[config.mk]
export PLATFORM = sky130hd
export DESIGN_NAME = sum_stream_differencer_flat
export DESIGN_NICKNAME = d
export VERILOG_FILES = /design/src/rtl/q_stream_pkg.sv /design/src/rtl/sum_stream_differencer_if.sv /design/src/rtl/stream_out_reg.sv /design/src/rtl/sum_stream_differencer.sv /design/src/flat_wrapper.sv
export SDC_FILE = /design/constraint.sdc
export NUM_CORES = 1
export LEC_CHECK = 0
export BUFFER_PORTS_ARGS = -buffer_cell sky130_fd_sc_hd__buf_2
export CORE_ASPECT_RATIO = 1.5
export CORE_MARGIN = 1
export CORE_UTILIZATION = 53
export DETAILED_ROUTE_END_ITERATION = 8
export GPL_TIMING_DRIVEN = 0
export PLACE_DENSITY = 0.87
export SYNTH_ARGS = -nofsm -noshare
export SYNTH_HDL_FRONTEND = slang
export SYNTH_HIERARCHICAL = 1
export SYNTH_SLANG_ARGS = --single-unit
[constraint.sdc]
create_clock -name clk -period 4.15 [get_ports clk]
set_input_delay 0.2075 -clock clk [delete_from_list [all_inputs] [get_ports clk]]
set_output_delay 0.2075 -clock clk [all_outputs]
set_load 0.1 [all_outputs]
[src/rtl/q_stream_pkg.sv]
// Shared types and constants for the sum-stream differencer slice.
package q_stream_pkg;

  typedef enum logic {RUN = 1'b0, HALT = 1'b1} state_t;

  localparam int Q_IN_W  = 32;
  localparam int Q_OUT_W = 16;

  // Signed range of a recovered sample.
  localparam logic signed [Q_OUT_W-1:0] SMIN = 16'sh8000;
  localparam logic signed [Q_OUT_W-1:0] SMAX = 16'sh7FFF;

  // Min/max trackers start inverted so the first emitted sample sets both.
  localparam logic signed [Q_OUT_W-1:0] MIN_RST = SMAX;
  localparam logic signed [Q_OUT_W-1:0] MAX_RST = SMIN;

endpackage

[src/rtl/sum_stream_differencer_if.sv]
// Valid/ready stream carrying one signed word per beat.
interface sum_stream_differencer_if #(
  parameter int W = 32
);
  logic                valid;
  logic                ready;
  logic signed [W-1:0] data;

  modport master (output valid, output data, input ready);
  modport slave  (input valid, input data, output ready);
endinterface

[src/rtl/stream_out_reg.sv]
// Single-entry valid/ready output register with load, drain and flush.
module stream_out_reg #(
  parameter int DATA_W = 16
) (
  input  logic                     clk,
  input  logic                     reset,
  input  logic                     flush,
  input  logic                     load,
  input  logic signed [DATA_W-1:0] load_data,
  input  logic                     drain,
  output logic                     valid,
  output logic signed [DATA_W-1:0] data
);

  // Load wins over drain so accept and drain in one cycle keep full throughput.
  always_ff @(posedge clk or posedge reset) begin
    if (reset) begin
      valid <= 1'b0;
      data  <= '0;
    end else if (flush) begin
      valid <= 1'b0;
      data  <= '0;
    end else if (load) begin
      valid <= 1'b1;
      data  <= load_data;
    end else if (valid && drain) begin
      valid <= 1'b0;
    end
  end

endmodule

[src/rtl/sum_stream_differencer.sv]
// Recovers samples from a stream of running sums: d[n] = sum[n] - sum[n-1].
// Differences that do not fit the output width raise a sticky error and halt.
module sum_stream_differencer
  import q_stream_pkg::*;
#(
  parameter int IN_W  = Q_IN_W,
  parameter int OUT_W = Q_OUT_W
) (
  input  logic                    clk,
  input  logic                    reset,
  input  logic                    clear,
  sum_stream_differencer_if.slave  s,
  sum_stream_differencer_if.master m,
  output logic                    range_err,
  output logic                    halted,
  output logic signed [OUT_W-1:0] min_val,
  output logic signed [OUT_W-1:0] max_val,
  output logic [31:0]             sample_count
);

  state_t                  state;
  logic signed [IN_W-1:0]  prev;
  logic signed [IN_W:0]    diff_p0;
  logic signed [OUT_W-1:0] samp_p0;
  logic                    fits_p0;
  logic                    accept;
  logic                    load;

  // A value fits OUT_W signed bits when every bit from OUT_W-1 upward matches the sign.
  function automatic logic fits_out(input logic signed [IN_W:0] d);
    logic [IN_W-OUT_W+1:0] top;
    top = d[IN_W:OUT_W-1];
    return (&top) | ~(|top);
  endfunction

  // Stage p0: full-width difference, range check and handshake.
  assign diff_p0 = {s.data[IN_W-1], s.data} - {prev[IN_W-1], prev};
  assign samp_p0 = diff_p0[OUT_W-1:0];
  assign fits_p0 = fits_out(diff_p0);
  assign s.ready = (state == RUN) && !clear && (!m.valid || m.ready);
  assign accept  = s.valid && s.ready;
  assign load    = accept && fits_p0;
  assign halted  = (state == HALT);

  // Stage p1: registered recovered sample.
  stream_out_reg #(.DATA_W(OUT_W)) u_out (
    .clk       (clk),
    .reset     (reset),
    .flush     (clear),
    .load      (load),
    .load_data (samp_p0),
    .drain     (m.ready),
    .valid     (m.valid),
    .data      (m.data)
  );

  // FSM, previous sum, sticky error and running statistics.
  always_ff @(posedge clk or posedge reset) begin
    if (reset) begin
      state        <= RUN;
      prev         <= '0;
      range_err    <= 1'b0;
      min_val      <= OUT_W'(MIN_RST);
      max_val      <= OUT_W'(MAX_RST);
      sample_count <= '0;
    end else if (clear) begin
      state        <= RUN;
      prev         <= '0;
      range_err    <= 1'b0;
      min_val      <= OUT_W'(MIN_RST);
      max_val      <= OUT_W'(MAX_RST);
      sample_count <= '0;
    end else if (accept) begin
      if (sample_count != 32'hFFFF_FFFF) begin
        sample_count <= sample_count + 32'd1;
      end
      if (fits_p0) begin
        prev <= s.data;
        if (samp_p0 < min_val) min_val <= samp_p0;
        if (samp_p0 > max_val) max_val <= samp_p0;
      end else begin
        range_err <= 1'b1;
        state     <= HALT;
      end
    end
  end

endmodule

[src/flat_wrapper.sv]
// flat-port wrapper written by rule: the top's interface ports become plain ports
module sum_stream_differencer_flat import q_stream_pkg::*;
#(
  parameter int IN_W  = Q_IN_W,
  parameter int OUT_W = Q_OUT_W
)
  (clk, reset, clear, range_err, halted, min_val, max_val, sample_count, s_valid, s_data, s_ready, m_valid, m_data, m_ready);
  sum_stream_differencer_if #(.W(32)) s_i ();
  sum_stream_differencer_if #(.W(16)) m_i ();
  input  logic clk;
  input  logic reset;
  input  logic clear;
  output logic range_err;
  output logic halted;
  output logic signed [OUT_W-1:0] min_val;
  output logic signed [OUT_W-1:0] max_val;
  output logic [31:0] sample_count;
  input wire logic [$bits(s_i.valid)-1:0] s_valid;
  input wire logic [$bits(s_i.data)-1:0] s_data;
  output wire logic [$bits(s_i.ready)-1:0] s_ready;
  output wire logic [$bits(m_i.valid)-1:0] m_valid;
  output wire logic [$bits(m_i.data)-1:0] m_data;
  input wire logic [$bits(m_i.ready)-1:0] m_ready;
  assign s_i.valid = s_valid;
  assign s_i.data = s_data;
  assign s_ready = s_i.ready;
  assign m_valid = m_i.valid;
  assign m_data = m_i.data;
  assign m_i.ready = m_ready;
  sum_stream_differencer #(.IN_W(IN_W), .OUT_W(OUT_W)) u_core (.clk(clk), .reset(reset), .clear(clear), .s(s_i), .m(m_i), .range_err(range_err), .halted(halted), .min_val(min_val), .max_val(max_val), .sample_count(sample_count));
endmodule
======== Word level (Yosys, flattened, before mapping) ========
Index checks and enable logic that the tools add are counted.
storage, ports and cells
  bits in registers ....................... 114
  input port bits ......................... 37
  output and inout port bits .............. 84
operators by class
  add/sub/neg operators ................... 2
  $lt $le $gt $ge ......................... 2
  eq/ne operators ......................... 2
  muxes and demuxes ....................... 22
  bitwise gates (word level) .............. 3
  reductions and logical operators ........ 22
operators by type and width
  operator               count
  $mux 32                6
  $mux 16                10
  $sub 32x32->33         1
  $add 32x1->32 const B  1
  $ne 32x32->1 const B   1
  $reduce_and 18->1      1
  $reduce_or 18->1       1
  $gt 16x16->1           1
  $lt 16x16->1           1
  $reduce_bool 2->1      6
  $mux 1                 6
  $reduce_and 2->1       3
  $reduce_and 3->1       2
  $logic_and 1x1->1      5
  $reduce_bool 3->1      1
  $logic_not 1->1        2
  $ne 2x2->1 const B     1
  $not 1->1              2
  $logic_or 1x1->1       1
  $or 1x1->1             1

======== Depth between registers and ports, before layout ========
  word-level depth ........................ 7
  mapped depth ............................ 19
  depth with buffers taken out ............ 18

======== Hierarchy ========
Netlist, hierarchy kept.
modules (own cells, without submodules)
  module                  instances  cells each  area each (µm²)
  sum_stream_differencer  1          901         7726.2
  stream_out_reg          1          57          705.7

======== Worst setup path before layout ========
OpenSTA, ideal clock, no wires.
  kind .................................... register to register
  from .................................... register u_core.state (netlist: u_core/halted)
  to ...................................... register u_core.prev[10]
  library setup time ...................... 0.128 ns
  arrival time ............................ 5.122 ns
  required time ........................... 4.022 ns
  path slack .............................. -1.100 ns
  stages on the path, launching flop included .. 8
  cell sequence ........................... dfrtp_1 a211oi_1 and2_1 or4b_2 nor4b_4 nor2_1 buf_2 mux2_1
between the ends
  cells in the longest elaborated chain, start to end .. 6
RTL lines
  what                                line                          text
  start: declaration                  sum_stream_differencer.sv:21  state_t state;
  start signal: assignment            sum_stream_differencer.sv:60  state <= RUN;
  start signal: assignment            sum_stream_differencer.sv:67  state <= RUN;
  start signal: assignment            sum_stream_differencer.sv:83  state <= HALT;
  $not 1->1                           sum_stream_differencer.sv:40  assign s.ready = (state == RUN) && !clear && (!m.valid || m.ready);
  $logic_and 1x1->1 (2 in series)     sum_stream_differencer.sv:40
  via s_ready                         flat_wrapper.sv:20            output wire logic [$bits(s_i.ready)-1:0] s_ready;
  $logic_and 1x1->1                   sum_stream_differencer.sv:41  assign accept = s.valid && s.ready;
  $reduce_bool 2->1 (no source line)  --
  $reduce_and 2->1 (no source line)   --
  end signal: assignment              sum_stream_differencer.sv:78  prev <= s.data;
  end: declaration                    sum_stream_differencer.sv:22  logic signed [IN_W-1:0] prev;
The timed path passes the listed nets, and every way through them passes these cells.
A chain may end at the register's enable or synchronous reset.

======== Worst setup path in the final report ========
  from .................................... register u_core.prev[8]
  to ...................................... register u_core.max_val[0]
between the ends
  elaborated cells on any way between the ends .. 9
RTL lines
  what                                line                          text
  $sub 32x32->33                      sum_stream_differencer.sv:37  assign diff_p0 = {s.data[IN_W-1], s.data} - {prev[IN_W-1], prev};
  via u_core.diff_p0[11]              sum_stream_differencer.sv:23  logic signed [IN_W:0] diff_p0;
  $gt 16x16->1                        sum_stream_differencer.sv:80  if (samp_p0 > max_val) max_val <= samp_p0;
  $reduce_bool 2->1 (no source line)  --
  $reduce_and 3->1 (no source line)   --
  end signal: assignment              sum_stream_differencer.sv:64  max_val <= OUT_W'(MAX_RST);
  end signal: assignment              sum_stream_differencer.sv:71  max_val <= OUT_W'(MAX_RST);
  end signal: assignment              sum_stream_differencer.sv:80
  end: declaration                    sum_stream_differencer.sv:17  output logic signed [OUT_W-1:0] max_val,
The timed path passes the listed nets, and every way through them passes these cells.

==> impl.org <==
** Clock network
- Clock buffer depth :: 2
- The tree is rooted in a sky130_fd_sc_hd__clkbuf_16.
- The number of clock buffers added by TritonCTS is 17.
- After clock tree synthesis, the clock-pin slew on the worst setup and hold paths is 0.06 ns.
- Number of levels the H-tree was split into :: 4
- Worst skew pair latency :: 0.42 ns
- Counting every sink on the clock net gives 114.
- CTS tree :: yes

** Timing
- Hold violation count in the final report :: 0
- Across all hold checks on the routed design, the worst slack comes to 0.0155 ns.
- Portion of the clock cycle consumed by the worst path in the final layout :: 1.02
- Post-layout minimum cycle time :: 4.24 ns
- Achievable Freq :: 236 MHz
- Normalized max-slew margin :: 0.497
- On the final layout, the worst clock skew is 0.0110 ns.
- Slew @ Worst Pin :: 0.748 ns
- Setup total negative slack on the finished layout was measured at -0.466 ns.
- Setup repair after global routing missed its margin :: yes
- Total of endpoints with negative setup slack in the final report :: 10
- The max-slew violation total from the final report came to 0.
- Across all setup checks in the final design, the least slack found is -0.0911 ns.

** Routing
- Max layer used :: met4
- For this run, the detailed router's first-pass iteration total came to 5.
- For this block, the initial DRC count from the detailed router was 677.
- Routed wire per std cell :: 19.2 um
- For this run, design rule violations remaining after detail routing come to 0.
- Detailed routing placed a total of 13100 um of wire on met2.
- Number of vias after detailed routing :: 8246
- Once detail routing completed, the nets flagged for antenna violations numbered 0.
- Routed metal-1 wire length :: 9370 um
- Wires add up to 25900 um.
- Wire segments on met3 add up to 1630 um in the final route.
- Vias per Instance :: 6.11

** Final layout
- Number of nets in the layout :: 1235
- In the final layout, the share of cells above drive strength 1 is 0.298.
- Area growth syn-to-layout :: 28.1%
- The repair_antennas step left the layout with diodes totalling 0.
- End-of-flow core utilization :: 0.691
- In the final layout, the multi-input gates occupy 5530 um2.
- Sequential Area :: 2870 um2
- Number of inserted filler cells in the final layout :: 1128

** Critical path
- STA classifies the critical path startpoint as a register.
- Worst Path Arrival :: 4.54 ns
- In this run the worst path has a maximum fanout of 6.
- Critical Path RT :: 4.45 ns
- The worst setup path is captured at a register.
- Critical path start-end classification :: reg -> reg

** Yosys
- Summed over all instances, the cell type with the most area after synthesis is sky130_fd_sc_hd__dfrtp_1.
- Sequential area share after synthesis :: 0.341
- Net count after synthesis :: 1060
- The share of synthesized area in the top cell type comes to 0.291.
- Syn Area/Cell :: 8.80 um2
- In the synthesized netlist the dominant register cell turns out to be sky130_fd_sc_hd__dfrtp_1.
- Count of unique library cells instantiated by Yosys :: 70
- Number of flops mapped to enable cells by yosys :: 0
- Ranked by instance count, the synthesized netlist is headed by sky130_fd_sc_hd__nor2_1 (124), sky130_fd_sc_hd__dfrtp_1 (98), sky130_fd_sc_hd__inv_1 (87).
- Share of flip-flops with an asynchronous set or reset after synthesis :: 1.00
- Mapped Area :: 8430 um2
- Counting every instance in the synthesized netlist gives 958.
- Syn. warnings :: 6
- Most used standard cell by instance count after synthesis :: sky130_fd_sc_hd__nor2_1
- Number of flip-flops and latches in the synthesized netlist :: 114
- Ranked by total cell area, the synthesized netlist is headed by sky130_fd_sc_hd__dfrtp_1 (29%), sky130_fd_sc_hd__ha_1 (9.5%), sky130_fd_sc_hd__nor2_1 (5.5%).

** Die
- During I/O placement, the number of pins put on the boundary was 121.
- Die Y :: 156 um
- The die covers 16400 um2.
- Placeable core region :: 15600 um2
- After floorplanning, the core was divided into 56 placement rows.
- The floorplan step set the die width to 105 um.
- Initial Util :: 0.540

** Power and ir drop
- Combinational share of power :: 0.178
- Internal power consumption :: 0.00230 W
- Power share of the sequential group :: 0.343
- Of the total power, the share spent switching nets is 0.294.
- The share of total power dissipated in the clock network is 0.479.
- For this design the ratio of total power to cell area is 302 nW/um2.
- The analysis attributes to net switching a power of 0.000958 W.
- Overall power consumption after layout is estimated at 0.00326 W.
- Maximum vdd ir drop :: 0.000230 V
- P_leak :: 5.18 nW

** Global routing
- Global routing finished with a remaining overflow of 0.
- Via count of the first global-routing pass :: 8094
- Total routing resource utilization after global routing :: 0.308
- Initial antenna violation count :: 0
- The first global-routing pass estimated 39700 um of wire.
- Entering global routing, the biggest net connects 58 pins.

** Placement
- Worst slack after detailed placement :: -0.497 ns
- Number of I/O port buffers :: 120
- Once detailed placement completed, the half-perimeter wirelength came to 17600 um.
- Gpl congestion :: 0.907

** Run status
- Run status :: finished with violations
- Failing checks :: negative setup slack

** Job
- Maximum Capacitance Violations :: 0

** Hold path
- Hold WC Path Type :: in -> reg
==> cell families (layout without fill, tap and decap cells) <==
group                      Yosys count  in the layout  share of synthesized area
AOI/OAI and AO/OA                  186            186                      0.146
and+or+nand+nor                    341            341                      0.203
buffers and inverters              127            315                     0.0638
DFF                                114            114                      0.341
adders and majority gates           65             65                     0.0973
muxes                               84             84                      0.106
xor gates and xnor gates            41             41                     0.0426
==> worst paths after layout <==
kind	from	end	slack, ns	cells past startpoint
max	u_core/prev[8]	u_core/max_val[0]	-0.09	18
min	s_data[15]	u_core/prev[15]	0.02	2
max reg2reg	u_core/prev[8]	u_core/max_val[0]	-0.09	18
min reg2reg	u_core/u_out/data[3]	u_core/u_out/data[3]	0.52	2
max in group asynchronous	reset	u_core/min_val[0]	3.02	4
min in group asynchronous	reset	u_core/sample_count[4]	0.40	3
==> metal layers <==
| layer | GRT usage | vias to the layer above |
|---|---|---|
| met5 | 0 | - |
| met4 | 0.217 | 0 |
| met2 | 0.563 | 440 |
| met1 | 0.322 | 3938 |
| met3 | 0.0504 | 149 |
| li1 | - | 3719 |
==> critical path, cell delays in order, from the launching register on <==
cell and delay (ns):
sky130_fd_sc_hd__dfrtp_1 0.32, sky130_fd_sc_hd__inv_1 0.06, sky130_fd_sc_hd__ha_2 0.45, sky130_fd_sc_hd__nand2_1 0.16, sky130_fd_sc_hd__a211oi_4 0.37, sky130_fd_sc_hd__o21ai_0 0.24
sky130_fd_sc_hd__nand2_1 0.16, sky130_fd_sc_hd__xor2_2 0.38, sky130_fd_sc_hd__ha_1 0.34, sky130_fd_sc_hd__nand4_1 0.19, sky130_fd_sc_hd__nor2_1 0.09, sky130_fd_sc_hd__nor2_1 0.09
sky130_fd_sc_hd__a21oi_1 0.07, sky130_fd_sc_hd__nor2_1 0.19, sky130_fd_sc_hd__a21oi_2 0.12, sky130_fd_sc_hd__a211oi_4 0.34, sky130_fd_sc_hd__o21ai_4 0.13, sky130_fd_sc_hd__buf_12 0.15
sky130_fd_sc_hd__mux2_2 0.26
==> area by class of cell <==
class / count / share of cell area
multi-input cells: 717 / 0.511
clock inverters: 14 / 0.0164
repair buffers: 159 / 0.0905
plain buffers: 37 / 0.0211
inverters: 87 / 0.0305
clock buffers: 18 / 0.0407
flip-flops and latches: 114 / 0.266
well taps: 203 / 0.0235
==> registers in the layout, indices dropped and copies added (netlist names) <==
name,flops
u_core/prev,32
u_core/sample_count,32
u_core/max_val,16
u_core/min_val,16
u_core/u_out/data,16
u_core/halted,1
u_core/u_out/valid,1
==> per-stage QoR <==
stage          cell area, um2  instances
2_1_floorplan            8460        958
3_3_place_gp             9310       1281
3_5_place_dp             9340       1282
4_1_cts                 10500       1337
5_1_grt                 10800       1349
6_report                10800       1349
==> power by group through the flow <==
stage | registers (W) | logic [W] | clock network, W
2_1_floorplan | 0.00115 | 0.000310 | 0
3_3_place_gp | 0.00114 | 0.000441 | 0
3_5_place_dp | 0.00114 | 0.000457 | 0
4_1_cts | 0.00112 | 0.000513 | 0.00157
5_1_grt | 0.00112 | 0.000619 | 0.00162
6_report | 0.00112 | 0.000579 | 0.00156
==> cell usage in the layout, fill, tap and decap left out, types with 5 or more instances in the layout <==
cell type,synthesis,routed
sky130_fd_sc_hd__xnor2_1,14,9
sky130_fd_sc_hd__o21ai_2,2,7
sky130_fd_sc_hd__o21ai_0,32,27
sky130_fd_sc_hd__or3_1,10,10
sky130_fd_sc_hd__xnor2_2,0,5
sky130_fd_sc_hd__o21ai_1,6,5
sky130_fd_sc_hd__mux2_2,13,13
sky130_fd_sc_hd__ha_4,0,6
sky130_fd_sc_hd__buf_2,15,128
sky130_fd_sc_hd__inv_1,87,83
sky130_fd_sc_hd__mux2_1,31,30
sky130_fd_sc_hd__nand3_1,19,18
sky130_fd_sc_hd__nor2_1,124,120
sky130_fd_sc_hd__clkbuf_16,0,17
sky130_fd_sc_hd__mux2i_1,40,38
sky130_fd_sc_hd__ha_1,64,54
sky130_fd_sc_hd__dfrtp_1,98,98
sky130_fd_sc_hd__nand4_1,21,21
sky130_fd_sc_hd__or2_2,12,11
sky130_fd_sc_hd__nand2b_1,30,29
sky130_fd_sc_hd__nor2b_1,7,6
sky130_fd_sc_hd__xor2_1,27,22
sky130_fd_sc_hd__nor3_1,18,16
sky130_fd_sc_hd__and3_1,10,9
sky130_fd_sc_hd__o211a_1,5,5
sky130_fd_sc_hd__buf_6,2,6
sky130_fd_sc_hd__a21o_1,10,9
sky130_fd_sc_hd__nand2_1,54,52
sky130_fd_sc_hd__o21a_1,15,15
sky130_fd_sc_hd__dfstp_2,16,16
sky130_fd_sc_hd__buf_4,3,34
sky130_fd_sc_hd__clkbuf_1,19,15
sky130_fd_sc_hd__o211ai_1,15,15
sky130_fd_sc_hd__a21oi_2,1,9
sky130_fd_sc_hd__a21oi_1,55,43
==> repair_timing <==
action,4_1_cts,5_1_grt
hold endpoints to repair,57,0
pin swaps,21,23
hold buffers,1,0
setup endpoints to repair,65,64
resized for setup,57,57
cloned,1,0
setup buffers,23,14
(Power assumes the default switching activity.)
